<file path="src/rtl/clock_pkg.sv">
// Shared types and constants for the DE2 clock time-setting controller.
package clock_pkg;

  typedef enum logic [1:0] {
    RUN    = 2'd0,
    E_HOUR = 2'd1,
    E_MIN  = 2'd2,
    E_SEC  = 2'd3
  } state_t;

  localparam logic [1:0] FLD_HOUR = 2'b00;
  localparam logic [1:0] FLD_MIN  = 2'b01;
  localparam logic [1:0] FLD_SEC  = 2'b10;
  localparam logic [1:0] FLD_NONE = 2'b11;

  localparam logic [1:0] PRESS_NONE  = 2'b00;
  localparam logic [1:0] PRESS_SHORT = 2'b01;
  localparam logic [1:0] PRESS_LONG  = 2'b10;

  localparam int HOUR_MAX   = 23;
  localparam int MINSEC_MAX = 59;

  function automatic logic [1:0] field_of(input state_t s);
    case (s)
      E_HOUR:  return FLD_HOUR;
      E_MIN:   return FLD_MIN;
      E_SEC:   return FLD_SEC;
      default: return FLD_NONE;
    endcase
  endfunction

  function automatic state_t next_field(input state_t s);
    case (s)
      E_HOUR:  return E_MIN;
      E_MIN:   return E_SEC;
      default: return E_HOUR;
    endcase
  endfunction

endpackage

</file>
<file path="src/rtl/field_step.sv">
// One-step increment/decrement of a time field with wrap at 0 and MAX.
module field_step #(
  parameter int MAX = 59,
  parameter int W   = 6
) (
  input  logic [W-1:0] value,
  input  logic         inc,
  input  logic         dec,
  output logic [W-1:0] next_value
);

  always_comb begin
    next_value = value;
    if (inc) begin
      next_value = (value == W'(MAX)) ? '0 : value + 1'b1;
    end else if (dec) begin
      next_value = (value == '0) ? W'(MAX) : value - 1'b1;
    end
  end

endmodule

</file>
<file path="src/rtl/clock_set_ctrl.sv">
// Edit-session controller: MODE/ADJ press codes drive field selection, adjust,
// blink and a single-cycle commit strobe into the timekeeping counters.
module clock_set_ctrl
  import clock_pkg::*;
#(
  parameter int BLINK_CYC   = 12_500_000,
  parameter int TIMEOUT_CYC = 500_000_000,
  parameter int CNT_W       = $clog2(TIMEOUT_CYC + 1)
) (
  input  logic       CLOCK_50,
  input  logic       rst_n,
  input  logic [1:0] mode_state,
  input  logic [1:0] adj_state,
  input  logic [4:0] cur_hour,
  input  logic [5:0] cur_min,
  input  logic [5:0] cur_sec,
  output logic       edit_active,
  output logic [1:0] field_sel,
  output logic [4:0] edit_hour,
  output logic [5:0] edit_min,
  output logic [5:0] edit_sec,
  output logic       blink,
  output logic       time_load
);

  state_t           state, state_n;
  logic [4:0]       hour_n, step_hour;
  logic [5:0]       min_n, step_min;
  logic [5:0]       sec_n, step_sec;
  logic [CNT_W-1:0] idle_cnt, idle_n;
  logic [CNT_W-1:0] blink_cnt, bcnt_n;
  logic             blink_n, load_n;

  logic mode_short, mode_long, adj_short, adj_long, adj_inc, adj_dec;

  assign mode_short = (mode_state == PRESS_SHORT);
  assign mode_long  = (mode_state == PRESS_LONG);
  assign adj_short  = (adj_state == PRESS_SHORT);
  assign adj_long   = (adj_state == PRESS_LONG);
  // A mode code in the same cycle swallows any adj code.
  assign adj_inc    = adj_short & ~(mode_short | mode_long);
  assign adj_dec    = adj_long & ~(mode_short | mode_long);

  assign edit_active = (state != RUN);
  assign field_sel   = field_of(state);

  field_step #(.MAX(HOUR_MAX), .W(5)) u_step_hour (
    .value(edit_hour), .inc(adj_inc & (state == E_HOUR)),
    .dec(adj_dec & (state == E_HOUR)), .next_value(step_hour)
  );
  field_step #(.MAX(MINSEC_MAX), .W(6)) u_step_min (
    .value(edit_min), .inc(adj_inc & (state == E_MIN)),
    .dec(adj_dec & (state == E_MIN)), .next_value(step_min)
  );
  field_step #(.MAX(MINSEC_MAX), .W(6)) u_step_sec (
    .value(edit_sec), .inc(adj_inc & (state == E_SEC)),
    .dec(adj_dec & (state == E_SEC)), .next_value(step_sec)
  );

  always_ff @(posedge CLOCK_50 or negedge rst_n) begin
    if (!rst_n) begin
      state     <= RUN;
      edit_hour <= '0;
      edit_min  <= '0;
      edit_sec  <= '0;
      idle_cnt  <= '0;
      blink_cnt <= '0;
      blink     <= 1'b0;
      time_load <= 1'b0;
    end else begin
      state     <= state_n;
      edit_hour <= hour_n;
      edit_min  <= min_n;
      edit_sec  <= sec_n;
      idle_cnt  <= idle_n;
      blink_cnt <= bcnt_n;
      blink     <= blink_n;
      time_load <= load_n;
    end
  end

  always_comb begin
    state_n = state;
    hour_n  = step_hour;
    min_n   = step_min;
    sec_n   = step_sec;
    idle_n  = idle_cnt;
    bcnt_n  = blink_cnt;
    blink_n = blink;
    load_n  = 1'b0;
    if (state == RUN) begin
      idle_n  = '0;
      bcnt_n  = '0;
      blink_n = 1'b0;
      if (mode_long) begin
        state_n = E_HOUR;
        blink_n = 1'b1;
        // Out-of-range live time is captured as zero.
        hour_n  = (cur_hour > 5'(HOUR_MAX))   ? '0 : cur_hour;
        min_n   = (cur_min  > 6'(MINSEC_MAX)) ? '0 : cur_min;
        sec_n   = (cur_sec  > 6'(MINSEC_MAX)) ? '0 : cur_sec;
      end
    end else if (mode_long) begin
      state_n = RUN;
      load_n  = 1'b1;
      idle_n  = '0;
      bcnt_n  = '0;
      blink_n = 1'b0;
    end else if (mode_short || adj_short || adj_long) begin
      if (mode_short) state_n = next_field(state);
      idle_n  = '0;
      bcnt_n  = '0;
      blink_n = 1'b1;
    end else if (idle_cnt == CNT_W'(TIMEOUT_CYC - 1)) begin
      state_n = RUN;
      idle_n  = '0;
      bcnt_n  = '0;
      blink_n = 1'b0;
    end else begin
      idle_n = idle_cnt + 1'b1;
      if (blink_cnt == CNT_W'(BLINK_CYC - 1)) begin
        bcnt_n  = '0;
        blink_n = ~blink;
      end else begin
        bcnt_n = blink_cnt + 1'b1;
      end
    end
  end

endmodule

</file>
<file path="config.mk">
export PLATFORM = sky130hd
export DESIGN_NAME = clock_set_ctrl
export DESIGN_NICKNAME = d
export VERILOG_FILES = /design/src/rtl/clock_pkg.sv /design/src/rtl/field_step.sv /design/src/rtl/clock_set_ctrl.sv
export SDC_FILE = /design/constraint.sdc
export NUM_CORES = 1
export LEC_CHECK = 0
export BUFFER_PORTS_ARGS = -buffer_cell sky130_fd_sc_hd__buf_2
export CORE_MARGIN = 4
export CORE_UTILIZATION = 25
export CTS_CLUSTER_SIZE = 30
export DETAILED_ROUTE_END_ITERATION = 12
export GPL_ROUTABILITY_DRIVEN = 0
export GPL_TIMING_DRIVEN = 1
export HOLD_SLACK_MARGIN = 0.12
export PLACE_DENSITY = 0.5
export SLEW_MARGIN = 20
export SYNTH_ARGS = -nofsm -noshare
export SYNTH_HDL_FRONTEND = slang
export SYNTH_SLANG_ARGS = --single-unit
</file>
<file path="constraint.sdc">
create_clock -name CLOCK_50 -period 2.4 [get_ports CLOCK_50]
set_clock_uncertainty 0.2 [all_clocks]
set_input_delay 0.48 -clock CLOCK_50 [delete_from_list [all_inputs] [get_ports CLOCK_50]]
set_output_delay 0.48 -clock CLOCK_50 [all_outputs]
set_load 0.02 [all_outputs]
</file>
# Word level (Yosys, flattened, before mapping)
# Cells that the tools add are included.
# word_totals
input_bits	23
out_inout_bits	22
register_bits	79
# op_classes
n_eq_ne	14
add_sub_neg	8
n_reduce_logical	10
muxes	45
order_cmp	3
bitwise_logic	11
# ops
cell	count
2-to-1 mux 29 bit	9
2-to-1 mux 6 bit	14
adder 29 x 1 -> 29 bit (second input constant)	2
2-to-1 mux 5 bit	7
equality test 29 x 24 -> 1 bit (second input constant)	1
equality test 29 bit (second input constant)	1
adder 6 x 1 -> 6 bit (second input constant)	2
equality test 6 bit (second input constant)	2
greater-than comparator 6 bit (second input constant)	2
logical NOT 6 bit	2
2-to-1 mux 2 bit	6
subtractor 6 x 1 -> 6 bit (second input constant)	2
bitwise AND 1 bit	8
equality test 2 bit (second input constant)	4
2-to-1 mux 1 bit	7
equality test 2 x 1 -> 1 bit (second input constant)	3
case mux 2 bit (3 select lines)	1
adder 5 x 1 -> 5 bit (second input constant)	1
equality test 5 bit (second input constant)	1
greater-than comparator 5 bit (second input constant)	1
logical NOT 5 bit	1
nonzero test 5 bit	1
subtractor 5 x 1 -> 5 bit (second input constant)	1
case mux 2 bit (2 select lines)	1
other kinds (9)	11

# Longest topological paths before layout
# Gate-level depths: netlist of run 1.
# depth
depth_word	9
mapped_depth	9

# Modules after synthesis
# From an unflattened synthesis of run 1, not the netlist that was laid out.
# unflattened
cells_unflattened	524
hier_area_um2	4875.9
# modules_own_cells
module	cells_per_inst	seq_area_each_um2	area_each_um2	instances
clock_set_ctrl	395	1976.9	3960.0	1
field_step (u_step_min ...)	48	0.0	339.1	2
field_step (u_step_hour)	33	0.0	237.7	1

# Least setup slack after synthesis of run 1
# Ideal clock, no wire load.
# synth_timing
path_type	input to register
startpoint	input port mode_state[0]
endpoint	register edit_hour[3]
path_buffers	1
stages	8
setup_ps	118
t_arrival_ps	1953
path_slack_ps	129
path_cell_list	inv_1 ha_1 clkbuf_1 nand4b_1 nor4_1 mux2i_1 o22ai_1 a21o_1
# synth_via
elab_chain_cells	9
# synth_rtl
item	line_no	rtl
start, declared	clock_set_ctrl.sv:12	input logic [1:0] mode_state,
equality test 2 x 1 -> 1 bit or equality test 2 bit (tied branches)	clock_set_ctrl.sv:36, clock_set_ctrl.sv:37	
OR 1 bit	clock_set_ctrl.sv:41, clock_set_ctrl.sv:42	
NOT 1 bit	clock_set_ctrl.sv:41, clock_set_ctrl.sv:42	
bitwise AND 1 bit	clock_set_ctrl.sv:42	assign adj_dec = adj_long & ~(mode_short | mode_long);
bitwise AND 1 bit	clock_set_ctrl.sv:49	.dec(adj_dec & (state == E_HOUR)), .next_value(step_hour)
2-to-1 mux 5 bit	field_step.sv:16	end else if (dec) begin
2-to-1 mux 5 bit	field_step.sv:14	if (inc) begin
2-to-1 mux 5 bit	clock_set_ctrl.sv:95	if (mode_long) begin
2-to-1 mux 5 bit *	clock_set_ctrl.sv:91	if (state == RUN) begin
net hour_n[3]	clock_set_ctrl.sv:27	logic [4:0] hour_n, step_hour;
end signal, assigned	clock_set_ctrl.sv:72	edit_hour <= hour_n;
end, declared	clock_set_ctrl.sv:19	output logic [4:0] edit_hour,
# The timed path passes the listed nets; every way through them passes the cells marked *.
# A chain may end at the register's enable or synchronous reset.

# Final worst setup path of run 1
# layout_timing
startpoint	register state[1]
endpoint	output port field_sel[0]
# layout_via
elab_chain_cells	2
# layout_rtl
item	line_no	rtl
start, declared	clock_set_ctrl.sv:26	state_t state, state_n;
start signal, assigned	clock_set_ctrl.sv:71	state <= state_n;
equality test 2 bit or equality test 2 x 1 -> 1 bit (tied branches)	clock_pkg.sv:24	case (s)
case mux 2 bit (3 select lines) *	clock_pkg.sv:24	
end, declared	clock_set_ctrl.sv:18	output logic [1:0] field_sel,
# Every way passes the cells marked *; elsewhere a longest branch is shown, timed or not.

==> impl_metrics.yaml, run 1 <==
min_path:
  whs_path_depth: 2
  hold_path_class: "in2reg"
yosys:
  synth_top_area_cell: "dfrtp_1"
  synth_xor_area_share_pct: 10.6
  synth_edf_count: 0
  ys_seq_area_share_pct: 40.7
  synthAdderAreaFrac_pct: 4.38
  synth_top_family_by_area: "simple AND/OR/NAND/NOR gates"
  netlist_instances: 550
  yosysWarnings: 0
  synth-simple-area-share_pct: 28.0
  syn_area_um2: 4860
  synthMuxAreaShare_pct: 0.644
  synthFlopType: "dfrtp_1"
  syn_nets: 590
  synth_cell_types: 57
  syn_avg_cell_area_um2: 8.84
  synth_compound_area_share_pct: 11.5
  yosys.area.top_type_share_pct: 40.7
  ys_ff_latch: 79
  async_flop_share_pct: 100
  synth_area_leaders: "dfrtp_1, xnor2_1, nor2_1, xor2_1, ha_1"
finish:
  fill_cells: 2018
  stdcell_count: 880
  antenna_cells: 0
  drive_above_1_share_pct: 16.8
  area_growth_pct: 21.0
  nets: 655
  seq_area_um2: 1980
  multi_input_area_um2: 2690
placed_design:
  portBuffers: 44
  dp.cells: 861
  post-dp-hpwl_um: 8820
clocking:
  ctsHtreeMaxLevel: 3
  numCtsBuffers: 9
  clock_latency_ns: 0.34
  cts_root_buf: "clkbuf_16"
  cts_tree: "built"
  cts.sinks: 79
  clockBufferDepth: 2
  clk_pin_slew_worst_paths_ns: 0.06
sta:
  post-route-period-util_pct: 96.6
  finalSetupViolCount: 0
  max_slew_margin_pct: 67.3
  hold_viol: 0
  fmax_ghz: 0.431
  min_period_ns: 2.32
  rsz0062_at_grt: "no"
  slew_viol_final: 0
  worst_pin_slew_ns: 0.486
  setup_tns_ns: 0
job:
  drv_cap: 0
grt:
  grt_use_total_pct: 11.4
  grt.overflow.total: 0
  grt_first_pass_wirelength_um: 20600
  antenna_found_initial: 0
  grt_max_degree: 34
  grt_pass1_vias: 4161
floorplan:
  ios: 45
  dieArea_um2: 21700
  design.core.area_um2: 18900
  die_h_um: 147
  die_x_um: 147
  start_util_pct: 25.7
  rows: 50
power_and_ir_drop:
  power_density_nw_per_um2: 844
  p_leak_uw: 0.00242
  ir_drop_uv: 379
critical_path:
  arrival_ns: 1.64
  cp.required_ns: 1.72
  reg2reg_depth: 5
  cpPeakStageDelay_ns: 0.37
  start_kind: "register"
  path_cells: "inv_1 > ha_1 > buf_4 > or2_2 > buf_2"
  critPathKind: "reg2out"
  cp-end-kind: "output pin"
  cp_max_fo: 7
  crit_path_top_delay_cell: "dfrtp_1"
outcome:
  status: "finished, final reports clean"
drt:
  route.met3.wl_um: 486
  m1WireLength_um: 5820
  dr_wl_met2_um: 5490
  wire_per_inst_um: 13.7
  firstDrtPassIters: 4
  drcViolationCount: 0
  postRouteAntennaNets: 0
  top_layer: "met4"
  routed_via_density: 4.85
  drt-initial-drc-count: 231
  totalWireLength_um: 12000
  vias: 4272
-- per-layer routing --
layer  up-vias  track usage (%)
li1       2089                -
met1      2060             15.3
met2       104             18.0
met3        19             2.51
met4         0             4.33
met5         -                0
-- power by group --
part	internal, uW	total (uW)	switching (uW)
combinational	710	1710	997
clock	888	1420	537
sequential	1510	1830	318
-- area by class of cell --
type / instances / area share [%]
Sequential cell: 79 / 33.6
Inverter: 25 / 1.60
Tap cell: 260 / 5.53
Multi-Input combinational cell: 424 / 45.7
Clock inverter: 3 / 0.681
Clock buffer: 13 / 4.59
Timing Repair Buffer: 76 / 8.34
-- through the flow --
| step | hold slack [ns] | instance area (um^2) | setup WS (ns) | util, % | total power [uW] |
|---|---|---|---|---|---|
| 2_1_floorplan | -0.0156 | 4860 | 0.129 | - | 2960 |
| 3_3_place_gp | 0.262 | 5540 | 0.0242 | 29.3 | 3520 |
| 3_5_place_dp | 0.268 | 5540 | 0.0233 | 29.3 | 3560 |
| 4_1_cts | 0.125 | 5860 | 0.0237 | 31.0 | 5020 |
| 5_1_grt | 0.145 | 5880 | 0.0149 | 31.1 | 5310 |
| 6_report | 0.138 | 5880 | 0.0810 | 31.1 | 4960 |
-- worst paths after layout --
kind                                from  slack [ns]       endpoint
min reg2reg                  idle_cnt[0]        0.28    idle_cnt[0]
max                             state[1]        0.08   field_sel[0]
min                           cur_sec[0]        0.14    edit_sec[0]
max in group asynchronous          rst_n        0.92  blink_cnt[21]
max reg2reg                blink_cnt[25]        0.11          blink
min in group asynchronous          rst_n        0.43  blink_cnt[19]
-- synthesized netlist by cell type, types with 3 or more instances --
| library cell | n |
|---|---|
| a31oi_1 | 3 |
| or2_2 | 4 |
| clkbuf_1 | 15 |
| nand3_1 | 33 |
| nor4_1 | 12 |
| and4_1 | 9 |
| or3_1 | 9 |
| inv_1 | 25 |
| and4b_1 | 3 |
| a32o_1 | 3 |
| and2_1 | 6 |
| and3_1 | 11 |
| a21oi_1 | 34 |
| xnor2_1 | 34 |
| o21ai_0 | 16 |
| nor2_1 | 77 |
| ha_1 | 17 |
| buf_6 | 3 |
| buf_2 | 4 |
| nand4b_1 | 5 |
| nor3_1 | 17 |
| xor2_1 | 25 |
| a211oi_1 | 4 |
| o21a_1 | 3 |
| nand4_1 | 22 |
| dfrtp_1 | 79 |
| nand2_1 | 33 |
| o211ai_1 | 3 |
-- cell families after synthesis --
logic type               count (synthesis)
AO/OA/AOI/OAI                           89
adder cells (fa/ha/maj)                 17
buffers and inverters                   47
XOR/XNOR                                59
multiplexers                             3
AND/OR/NAND/NOR                        256
flip-flops                              79
-- flip-flops by register name (all words and copies together) (netlist names) --
register	flops
blink	1
state	2
edit_min	6
blink_cnt	29
edit_sec	6
edit_hour	5
time_load	1
idle_cnt	29
-- worst max-delay path, delay by kind of cell, from the launching register on --
family                   cells  cell delay, ns
adder cells (fa/ha/maj)      1            0.20
AND/OR/NAND/NOR              1            0.30
buffers and inverters        3            0.43
flip-flops                   1            0.37
-- placed cells by master, fill, tap and decap left out, drive strengths merged, types with 3 or more instances in the layout --
cell / netlist / final
dfrtp: 79 / 79
nor2: 77 / 77
buf: 7 / 75
a21oi: 34 / 34
xnor2: 34 / 34
nand3: 34 / 34
nand2: 33 / 33
inv: 25 / 25
xor2: 25 / 25
nand4: 22 / 22
nor3: 17 / 17
ha: 17 / 17
o21ai: 17 / 17
nor4: 14 / 14
clkbuf: 15 / 13
and3: 11 / 11
or3: 9 / 9
and4: 9 / 9
and2: 6 / 6
nand4b: 5 / 5
or2: 4 / 4
a211oi: 4 / 4
o21a: 3 / 3
a31oi: 3 / 3
a32o: 3 / 3
o211ai: 3 / 3
and4b: 3 / 3
a21o: 3 / 3
-- timing repair --
| item | in CTS | in global routing |
|---|---|---|
| hold buffers | 1 | 0 |
| endpoints found under the hold margin | 31 | 0 |
| resized for setup | 0 | 1 |
| setup buffers | 0 | 2 |
| endpoints found under the setup margin | 0 | 2 |
Note: power is estimated with default switching activity, not from simulation.
==> run 2, diff against run 1 <==
Settings changed: CORE_ASPECT_RATIO from default to 0.8, RECOVER_POWER from default to 25.
==> impl_metrics.yaml, run 2 (synthesis gave the netlist of run 1 again) <==
finish:
  nets: 653
  fill_cells: 2046
  drive_above_1_share_pct: 16.8
  final_common_cell: "dfrtp_1"
  top_regs: "blink_cnt x29, idle_cnt x29"
  area_growth_pct: 20.1
  utilization_pct: 30.7
  antenna_cells: 0
  mostFrequentLayoutCells: "dfrtp_1, nor2_1, buf_2, a21oi_1, xnor2_1"
drt:
  routed_via_density: 4.86
  wire_per_inst_um: 14.4
  vias: 4260
  postRouteAntennaNets: 0
  drt-initial-drc-count: 247
  drcViolationCount: 0
  totalWireLength_um: 12600
  firstDrtPassIters: 4
critical_path:
  path_cells: "inv_2 > ha_1 > buf_4 > or2_2 > buf_2"
  start_kind: "register"
  cpPeakStageDelay_ns: 0.41
  arrival_ns: 1.65
  crit_path_top_delay_cell: "dfrtp_1"
  cp_max_fo: 7
  cp.required_ns: 1.72
  cp-end-kind: "output pin"
  critPathKind: "reg2out"
power_and_ir_drop:
  p_clk_share_pct: 27.1
  p_seq_share_pct: 37.5
  p_sw_share_pct: 39.5
  p_comb_share_pct: 35.4
  switchingPower_uw: 1920
  p_leak_uw: 0.00238
  intPower_uw: 2940
  power_density_nw_per_um2: 833
  ir_drop_uv: 354
clocking:
  cts_tree: "built"
  clk_pin_slew_worst_paths_ns: 0.07
  clockBufferDepth: 2
  clock_latency_ns: 0.35
  cts.sinks: 79
  ctsHtreeMaxLevel: 3
  numCtsBuffers: 9
  cts_root_buf: "clkbuf_16"
grt:
  grt.overflow.total: 0
  antenna_found_initial: 0
  grt_max_degree: 51
  grt_use_total_pct: 12.2
  grt_pass1_vias: 4210
  grt_first_pass_wirelength_um: 21700
floorplan:
  die_h_um: 133
  start_util_pct: 25.5
  die_x_um: 164
  dieArea_um2: 21800
  ios: 45
  rows: 45
  design.core.area_um2: 19000
outcome:
  status: "finished, final reports clean"
placed_design:
  post-dp-hpwl_um: 9260
  portBuffers: 44
sta:
  hold_viol: 0
  min_period_ns: 2.33
  rsz0062_at_grt: "no"
  whs_ns: 0.132
  slew_viol_final: 0
  fmax_ghz: 0.428
  worst_pin_slew_ns: 0.863
  setup_tns_ns: 0
  finalSetupViolCount: 0
  max_slew_margin_pct: 42.5
  post-route-period-util_pct: 97.3
min_path:
  hold_path_class: "in2reg"
job:
  drv_cap: 0
[run 2: what timing repair did]
action / CTS / global route
hold endpoints to repair: 29 / 0
setup buffers: 0 / 1
hold buffers: 1 / 0
gates resized for setup: 0 / 2
endpoints found under the setup margin: 0 / 2
[run 2: area by class of cell]
type	instances	area, um^2	share of cell area (%)
multi-input combinational	424	2690	46.0
clock buffer	10	239	4.09
clock inverter	6	46.3	0.793
tap	258	323	5.53
inverter	25	93.8	1.61
timing repair buffer	74	473	8.10
sequential	79	1980	33.9
[run 2: metal layers]
metal  track usage [%]  wire [um]
met1              17.9       6490
met2              17.6       5430
met3              3.36        586
met4              3.03        139
met5                 0          0
[run 2: through the flow]
step | worst slack [ns] | std cells | instance area (um^2) | total power (uW)
3_3_place_gp | 0.0463 | 858 | 5530 | 3520
3_5_place_dp | 0.0316 | 858 | 5530 | 3560
6_report | 0.0657 | 876 | 5840 | 4860
4_1_cts | 0.0167 | 875 | 5830 | 4920
2_1_floorplan | 0.129 | 550 | 4860 | 2960
5_1_grt | 0.00517 | 876 | 5840 | 5210
[run 2: final timing paths]
path	start	endpoint	slack, ns	cells past startpoint
max in group asynchronous	rst_n	blink_cnt[8]	0.66	3
hold / removal	cur_sec[0]	edit_sec[0]	0.13	2
setup reg to reg	idle_cnt[11]	blink	0.11	5
setup / recovery	state[1]	field_sel[0]	0.07	5
hold reg to reg	idle_cnt[0]	idle_cnt[0]	0.28	1
min in group asynchronous	rst_n	idle_cnt[21]	0.60	2
[run 2: power groups by stage]
| stage | registers [uW] | logic, uW | clock network, uW |
|---|---|---|---|
| 2_1_floorplan | 1900 | 1060 | 0 |
| 3_3_place_gp | 1830 | 1690 | 0 |
| 3_5_place_dp | 1840 | 1710 | 0 |
| 4_1_cts | 1820 | 1720 | 1370 |
| 5_1_grt | 1870 | 1900 | 1440 |
| 6_report | 1820 | 1720 | 1320 |
[run 2: worst max-delay path, delay by kind of cell (launching register included)]
| family | cells | cell delay [ns] |
|---|---|---|
| buffers and inverters | 3 | 0.41 |
| adder cells (fa/ha/maj) | 1 | 0.19 |
| AND/OR/NAND/NOR | 1 | 0.30 |
| flip-flops | 1 | 0.41 |
